<file path="src/rtl/alu_sched_pkg.sv">
// -----------------------------------------------------------------------------
// alu_sched_pkg
// Shared definitions for the TMR ALU front-end scheduler:
//   - scheduler FSM state encoding
//   - frame geometry (35-bit {OPCODE, B, A}) and field offsets
//   - build_frame() helper that packs a request into a serial frame
// No ports (package).
// -----------------------------------------------------------------------------
package alu_sched_pkg;

  localparam int FRAME_BITS = 35;
  localparam int OPCODE_W   = 3;
  localparam int DATA_W     = 16;
  localparam int MUL_W      = 15;

  // Frame field offsets, LSB first on the wire
  localparam int A_LSB  = 0;
  localparam int B_LSB  = 16;
  localparam int OP_LSB = 32;

  // Shift counter runs 0..FRAME_BITS-1
  localparam int CNT_W = 6;

  typedef enum logic [1:0] {
    ST_IDLE  = 2'd0,
    ST_SHIFT = 2'd1,
    ST_WAIT  = 2'd2,
    ST_RESP  = 2'd3
  } sched_state_e;

  // Pack one request into the serial frame layout seen by the ALU loader
  function automatic logic [FRAME_BITS-1:0] build_frame(
    input logic [OPCODE_W-1:0] op,
    input logic [DATA_W-1:0]   b,
    input logic [DATA_W-1:0]   a
  );
    logic [FRAME_BITS-1:0] f;
    f                    = {FRAME_BITS{1'b0}};
    f[A_LSB  +: DATA_W]  = a;
    f[B_LSB  +: DATA_W]  = b;
    f[OP_LSB +: OPCODE_W] = op;
    return f;
  endfunction

endpackage

</file>
<file path="src/rtl/alu_tmr_scheduler_rr_arb2.sv">
// -----------------------------------------------------------------------------
// rr_arb2
// Two-way round-robin arbiter. The grant is combinational from the request
// lines and the registered 'last' pointer; the pointer moves to the granted
// index whenever the grant is actually taken by the consumer.
// Ports:
//   i_clk, i_rst   clock, asynchronous active-high reset
//   i_req0/1       request lines
//   i_take         consumer accepts the current grant this cycle
//   o_gnt_valid    at least one request present
//   o_gnt_id       index of the granted requester
// -----------------------------------------------------------------------------
module rr_arb2 (
  input  logic i_clk,
  input  logic i_rst,
  input  logic i_req0,
  input  logic i_req1,
  input  logic i_take,
  output logic o_gnt_valid,
  output logic o_gnt_id
);

  // Index of the most recent grant; resets to 1 so requester 0 wins the first tie
  logic r_last;

  // Grant selection: on a tie favour the requester that was not served last
  always_comb begin
    o_gnt_valid = i_req0 | i_req1;
    if (i_req0 && i_req1) begin
      o_gnt_id = ~r_last;
    end else if (i_req1) begin
      o_gnt_id = 1'b1;
    end else begin
      o_gnt_id = 1'b0;
    end
  end

  // Round-robin pointer update on every taken grant
  always_ff @(posedge i_clk or posedge i_rst) begin
    if (i_rst) begin
      r_last <= 1'b1;
    end else if (i_take && o_gnt_valid) begin
      r_last <= o_gnt_id;
    end else begin
      r_last <= r_last;
    end
  end

endmodule

</file>
<file path="src/rtl/alu_tmr_scheduler.sv">
// -----------------------------------------------------------------------------
// alu_tmr_scheduler
// Front-end controller for the triple-redundant ALU. Arbitrates two requesters,
// serialises the winning {OPCODE, B, A} frame LSB first onto the ALU loader
// (ALU_DATA + ALU_START), waits RES_WAIT cycles for the voted result to settle,
// captures it and returns it with the requester ID as a one-cycle strobe.
// Ports:
//   CLK, RST                      clock, asynchronous active-high reset
//   REQn_VALID/OPCODE/A/B         request n (n = 0, 1)
//   REQn_READY                    one-cycle accept pulse (IDLE only)
//   ALU_DATA, ALU_START           serial frame bit and frame strobe to the ALU
//   ALU_OUT, ALU_OUT_2, ALU_COUT  voted ALU results
//   RSP_VALID, RSP_ID             response strobe and requester index
//   RSP_RESULT, RSP_MUL, RSP_COUT captured results, held until next capture
//   BUSY                          high whenever the FSM is not in IDLE
// -----------------------------------------------------------------------------
module alu_tmr_scheduler
  import alu_sched_pkg::*;
#(
  parameter int RES_WAIT = 4
) (
  input  logic                CLK,
  input  logic                RST,
  input  logic                REQ0_VALID,
  input  logic [OPCODE_W-1:0] REQ0_OPCODE,
  input  logic [DATA_W-1:0]   REQ0_A,
  input  logic [DATA_W-1:0]   REQ0_B,
  output logic                REQ0_READY,
  input  logic                REQ1_VALID,
  input  logic [OPCODE_W-1:0] REQ1_OPCODE,
  input  logic [DATA_W-1:0]   REQ1_A,
  input  logic [DATA_W-1:0]   REQ1_B,
  output logic                REQ1_READY,
  output logic                ALU_DATA,
  output logic                ALU_START,
  input  logic [DATA_W-1:0]   ALU_OUT,
  input  logic [MUL_W-1:0]    ALU_OUT_2,
  input  logic                ALU_COUT,
  output logic                RSP_VALID,
  output logic                RSP_ID,
  output logic [DATA_W-1:0]   RSP_RESULT,
  output logic [MUL_W-1:0]    RSP_MUL,
  output logic                RSP_COUT,
  output logic                BUSY
);

  localparam int WAIT_W = (RES_WAIT > 1) ? $clog2(RES_WAIT) : 1;

  sched_state_e          r_state;
  logic [CNT_W-1:0]      r_bit_cnt;
  logic [WAIT_W-1:0]     r_wait_cnt;
  logic [FRAME_BITS-1:0] r_shift;
  logic                  r_gnt_id;
  logic                  r_alu_data;
  logic                  r_alu_start;
  logic                  r_busy;
  logic                  r_rsp_valid;
  logic                  r_rsp_id;
  logic [DATA_W-1:0]     r_rsp_result;
  logic [MUL_W-1:0]      r_rsp_mul;
  logic                  r_rsp_cout;

  logic                  w_gnt_valid;
  logic                  w_gnt_id;
  logic                  w_take;
  logic                  w_grant;
  logic [OPCODE_W-1:0]   w_op;
  logic [DATA_W-1:0]     w_a;
  logic [DATA_W-1:0]     w_b;
  logic [FRAME_BITS-1:0] w_frame;

  // Grants are only taken in IDLE and never while reset is applied
  assign w_take  = (r_state == ST_IDLE) & ~RST;
  assign w_grant = w_take & w_gnt_valid;

  rr_arb2 u_arb (
    .i_clk       (CLK),
    .i_rst       (RST),
    .i_req0      (REQ0_VALID),
    .i_req1      (REQ1_VALID),
    .i_take      (w_take),
    .o_gnt_valid (w_gnt_valid),
    .o_gnt_id    (w_gnt_id)
  );

  // Operand mux: select the granted requester's fields
  always_comb begin
    if (w_gnt_id) begin
      w_op = REQ1_OPCODE;
      w_a  = REQ1_A;
      w_b  = REQ1_B;
    end else begin
      w_op = REQ0_OPCODE;
      w_a  = REQ0_A;
      w_b  = REQ0_B;
    end
  end

  assign w_frame = build_frame(w_op, w_b, w_a);

  // Scheduler FSM with registered loader, busy and response outputs.
  // On accept, frame bit 0 is presented directly and the remaining bits are
  // stored pre-shifted, so ALU_DATA shows bit k in SHIFT cycle k.
  always_ff @(posedge CLK or posedge RST) begin
    if (RST) begin
      r_state      <= ST_IDLE;
      r_bit_cnt    <= {CNT_W{1'b0}};
      r_wait_cnt   <= {WAIT_W{1'b0}};
      r_shift      <= {FRAME_BITS{1'b0}};
      r_gnt_id     <= 1'b0;
      r_alu_data   <= 1'b0;
      r_alu_start  <= 1'b0;
      r_busy       <= 1'b0;
      r_rsp_valid  <= 1'b0;
      r_rsp_id     <= 1'b0;
      r_rsp_result <= {DATA_W{1'b0}};
      r_rsp_mul    <= {MUL_W{1'b0}};
      r_rsp_cout   <= 1'b0;
    end else begin
      case (r_state)
        ST_IDLE: begin
          if (w_grant) begin
            r_state     <= ST_SHIFT;
            r_gnt_id    <= w_gnt_id;
            r_shift     <= {1'b0, w_frame[FRAME_BITS-1:1]};
            r_alu_data  <= w_frame[0];
            r_alu_start <= 1'b1;
            r_busy      <= 1'b1;
            r_bit_cnt   <= {CNT_W{1'b0}};
          end else begin
            r_state <= ST_IDLE;
          end
        end

        ST_SHIFT: begin
          if (r_bit_cnt == CNT_W'(FRAME_BITS - 1)) begin
            r_state     <= ST_WAIT;
            r_alu_start <= 1'b0;
            r_alu_data  <= 1'b0;
            r_wait_cnt  <= {WAIT_W{1'b0}};
          end else begin
            r_bit_cnt  <= r_bit_cnt + 6'd1;
            r_alu_data <= r_shift[0];
            r_shift    <= {1'b0, r_shift[FRAME_BITS-1:1]};
          end
        end

        ST_WAIT: begin
          if (r_wait_cnt == WAIT_W'(RES_WAIT - 1)) begin
            r_state      <= ST_RESP;
            r_rsp_valid  <= 1'b1;
            r_rsp_id     <= r_gnt_id;
            r_rsp_result <= ALU_OUT;
            r_rsp_mul    <= ALU_OUT_2;
            r_rsp_cout   <= ALU_COUT;
          end else begin
            r_wait_cnt <= r_wait_cnt + WAIT_W'(1);
          end
        end

        ST_RESP: begin
          r_state     <= ST_IDLE;
          r_rsp_valid <= 1'b0;
          r_busy      <= 1'b0;
        end

        default: begin
          r_state     <= ST_IDLE;
          r_alu_start <= 1'b0;
          r_alu_data  <= 1'b0;
          r_rsp_valid <= 1'b0;
          r_busy      <= 1'b0;
        end
      endcase
    end
  end

  assign REQ0_READY = w_grant & ~w_gnt_id;
  assign REQ1_READY = w_grant &  w_gnt_id;
  assign ALU_DATA   = r_alu_data;
  assign ALU_START  = r_alu_start;
  assign BUSY       = r_busy;
  assign RSP_VALID  = r_rsp_valid;
  assign RSP_ID     = r_rsp_id;
  assign RSP_RESULT = r_rsp_result;
  assign RSP_MUL    = r_rsp_mul;
  assign RSP_COUT   = r_rsp_cout;

endmodule

</file>
<file path="config.mk">
export PLATFORM = sky130hd
export DESIGN_NAME = alu_tmr_scheduler
export DESIGN_NICKNAME = d
export VERILOG_FILES = /design/src/rtl/alu_sched_pkg.sv /design/src/rtl/alu_tmr_scheduler_rr_arb2.sv /design/src/rtl/alu_tmr_scheduler.sv
export SDC_FILE = /design/constraint.sdc
export NUM_CORES = 1
export LEC_CHECK = 0
export CAP_MARGIN = 20
export CORE_MARGIN = 1
export CORE_UTILIZATION = 40
export CTS_CLUSTER_SIZE = 40
export DETAILED_ROUTE_END_ITERATION = 7
export PLACE_DENSITY = 0.72
export SYNTH_ARGS = -nofsm -noshare
export SYNTH_HDL_FRONTEND = slang
export SYNTH_SLANG_ARGS = --single-unit
export TNS_END_PERCENT = 30
</file>
<file path="constraint.sdc">
create_clock -name CLK -period 3.6 [get_ports CLK]
set_input_delay 0.72 -clock CLK [delete_from_list [all_inputs] [get_ports CLK]]
set_output_delay 0.72 -clock CLK [all_outputs]
set_load 0.1 [all_outputs]
</file>
==> flow_summary.ini <==
[placed_design]
dpl.hpwl_mm = 7.11
numPortBuffers = 144
dp_slack_ps = 740
globalplace.congestion = 0.755

[worst_setup_path]
critical_path_class = in2out
cp_max_fo = 5
end_kind = output port
cpPeakStageDelay_ps = 450
worstSetupStartpointType = input pin
critPathRequiredTime_ps = 2880
crit_arrival_ps = 2130
ff2ff_setup_slack_ps = 1500
worstPathCellList = clkdlybuf4s50_1, nand2b_4, or2_2, nor2_1, buf_12
slowest_stage = clkdlybuf4s50_1

[drt]
avgRoutedWirePerCell_um = 16.1
routed_wirelength_mm = 10.2
drcViolationCount = 0
dr.first_iter.drc_count = 136
dr.pass1.iters = 4
vias = 3358
ant_nets = 0
vias_per_cell = 5.28

[die]
rows = 37
core_area_um2 = 10400
die_area_um2 = 11300
start_util_pct = 41.6
ios = 145
fp.dieH_um = 106
die_w_um = 106

[pwr]
switching_share_pct = 51.7
p_leak_nw = 2.39
p_switching_w = 0.00312
p_int_w = 0.00291
combPwrFrac_pct = 62.4
cellPowerDensity_nw_per_um2 = 1000
total_power_w = 0.00604
vdd_drop_max_v = 0.000771
pwr-share-seq_pct = 27.3
power_frac_clock_pct = 10.2

[sta]
maxSlewViolCount = 0
rsz0062_at_grt = false
fin_crit_sh_pct = 79.2
worst_slew_pin_slew_ps = 1010
tns_ps = 0
hold_viol = 0
timing.slew.headroom_pct = 32.5
setup_violations = 0
worst_slack_ps = 748
period_needed_ps = 2850
final.setup_skew_ps = 10.6
holdWs_ps = 488
fmax_mhz = 351

[cts]
clk_pin_slew_ps = 90
clock_path_buffers = 2
htree_levels = 3
cts_resized = 0
hold_buffers = 0
post_cts_buffers = 0
insertion_delay_ps = 360
cts_buffers = 9
cts.sinks = 83
cts_tree = built
root_buffer = clkbuf_8

[synth]
avgSynthCellArea_um2 = 12.2
ys_types = 55
ys_ff_latch = 83
ys_seq_area_share_pct = 47.9
syn_inst = 357
synth_edf_count = 0
synthesis.area_um2 = 4340
yosys_warnings = 0
ys.flop_type = dfrtp_1
ys_async_sr_fraction_pct = 100
mappedNetlistNets = 470

[global_routing]
antenna_found_initial = 0
track_usage_pct = 19.0
grt_overflow = 0
grt_pass1_vias = 3462
grt_max_degree = 46
grt_pass1_wl_mm = 17.0

[layout]
syn_to_final_growth_pct = 39.1
final_nets = 608
diodes = 0
drive_above_1_share_pct = 19.8

[run]
maxCapViolCount = 0

[worst_hold_path]
min_path_type = reg2reg

[status]
status = complete, no violations
[metal layers]
metal  share of wire (%)  wire [um]  global-route usage (%)
met1                  44       4500                    23.9
met2                  49       5010                    31.9
met3                 5.3        541                    4.29
met4                 1.9        196                    7.24
met5                   0          0                       0
[cell usage after synthesis (2+ instances only)]
| cell type | count | share of area (%) |
|---|---|---|
| dfrtp_1 | 82 | 47 |
| mux2_2 | 55 | 14 |
| o22ai_1 | 29 | 4.2 |
| a2bb2oi_1 | 28 | 5.7 |
| nand2_1 | 20 | 1.7 |
| nor2_1 | 14 | 1.2 |
| buf_2 | 12 | 1.4 |
| buf_6 | 9 | 2.3 |
| inv_1 | 9 | 0.78 |
| mux2i_1 | 8 | 1.8 |
| ha_1 | 7 | 2.0 |
| nand2b_1 | 7 | 1.0 |
| nor2b_1 | 7 | 1.0 |
| a211oi_1 | 6 | 1.0 |
| o211a_1 | 5 | 1.2 |
| o21ai_0 | 5 | 0.58 |
| a2111oi_0 | 4 | 0.81 |
| a21oi_1 | 4 | 0.46 |
| buf_4 | 3 | 0.52 |
| a2111oi_4 | 2 | 1.3 |
| and2_1 | 2 | 0.29 |
| and3_1 | 2 | 0.29 |
| nand3_1 | 2 | 0.23 |
| nor2_2 | 2 | 0.29 |
| o21bai_1 | 2 | 0.35 |
| o311a_1 | 2 | 0.46 |
[power groups by stage]
stage / Combinational (W) / Sequential, W / Clock [W]
2_1_floorplan: 0.00150 / 0.00312 / 0
3_3_place_gp: 0.00374 / 0.00164 / 0
3_5_place_dp: 0.00380 / 0.00166 / 0
4_1_cts: 0.00380 / 0.00165 / 0.000643
5_1_grt: 0.00397 / 0.00171 / 0.000679
6_report: 0.00377 / 0.00165 / 0.000616
[path summary, 6_finish.rpt]
path                            startpoint          end  cells past startpoint
worst max-delay path                   RST   REQ0_READY                      5
worst min-delay path             RSP_VALID    RSP_VALID                      2
worst max register to register  r_state[0]  r_shift[33]                      6
worst min register to register   RSP_VALID    RSP_VALID                      2
max in group asynchronous              RST   r_shift[9]                      3
min in group asynchronous              RST     r_gnt_id                      2
[worst max-delay path, delay by kind of cell]
family	cells	cell delay, ps
AND/OR/NAND/NOR	3	750
buffers and inverters	2	660
[cell type report]
class                   count  area (um^2)
flip-flops and latches     83         2080
well taps                 136          170
multi-input cells         240         2040
fillers                   872         4380
clock buffers               9          124
clock inverters             7         52.6
repair buffers            152         1530
inverters                   9         35.0
[through the flow]
stage	util [%]	instance area [um^2]	std cells
after floorplan	-	4340	357
after global placement	56.2	5860	620
after detailed placement	56.2	5860	620
after CTS	57.9	6030	636
after global routing	57.9	6030	636
final	57.9	6030	636
[flip-flops by register name, summed over array words and instances, names as in the netlist, 2 cells and up]
name        flops
RSP_MUL        15
r_wait_cnt      2
RSP_RESULT     16
r_shift        34
r_state         2
r_bit_cnt       6
[cell families after synthesis]
family,synth area share (%)
buffers and inverters,5.11
AOI/OAI and AO/OA,20.5
muxes,16.4
adders and majority gates,2.02
and+or+nand+nor,8.08
DFF,47.9
[placed cells by master, fill, tap and decap left out, types with 2 or more instances in the layout]
| cell | Yosys | layout |
|---|---|---|
| a2111oi_0 | 4 | 4 |
| a2111oi_4 | 2 | 2 |
| a211oi_1 | 6 | 6 |
| a21oi_1 | 4 | 4 |
| a2bb2oi_1 | 28 | 28 |
| and2_1 | 2 | 2 |
| and3_1 | 2 | 2 |
| buf_12 | 0 | 3 |
| buf_4 | 3 | 7 |
| clkbuf_8 | 0 | 9 |
| clkdlybuf4s50_1 | 0 | 142 |
| clkinv_2 | 0 | 4 |
| clkinv_4 | 0 | 2 |
| dfrtp_1 | 82 | 82 |
| ha_1 | 7 | 6 |
| inv_1 | 9 | 8 |
| mux2_2 | 55 | 55 |
| mux2i_1 | 8 | 8 |
| nand2_1 | 20 | 20 |
| nand2b_1 | 7 | 7 |
| nand3_1 | 2 | 2 |
| nor2_1 | 14 | 14 |
| nor2_2 | 2 | 2 |
| nor2b_1 | 7 | 7 |
| o211a_1 | 5 | 5 |
| o21ai_0 | 5 | 5 |
| o21bai_1 | 2 | 2 |
| o22ai_1 | 29 | 29 |
| o311a_1 | 2 | 2 |
(Power assumes the default switching activity.)
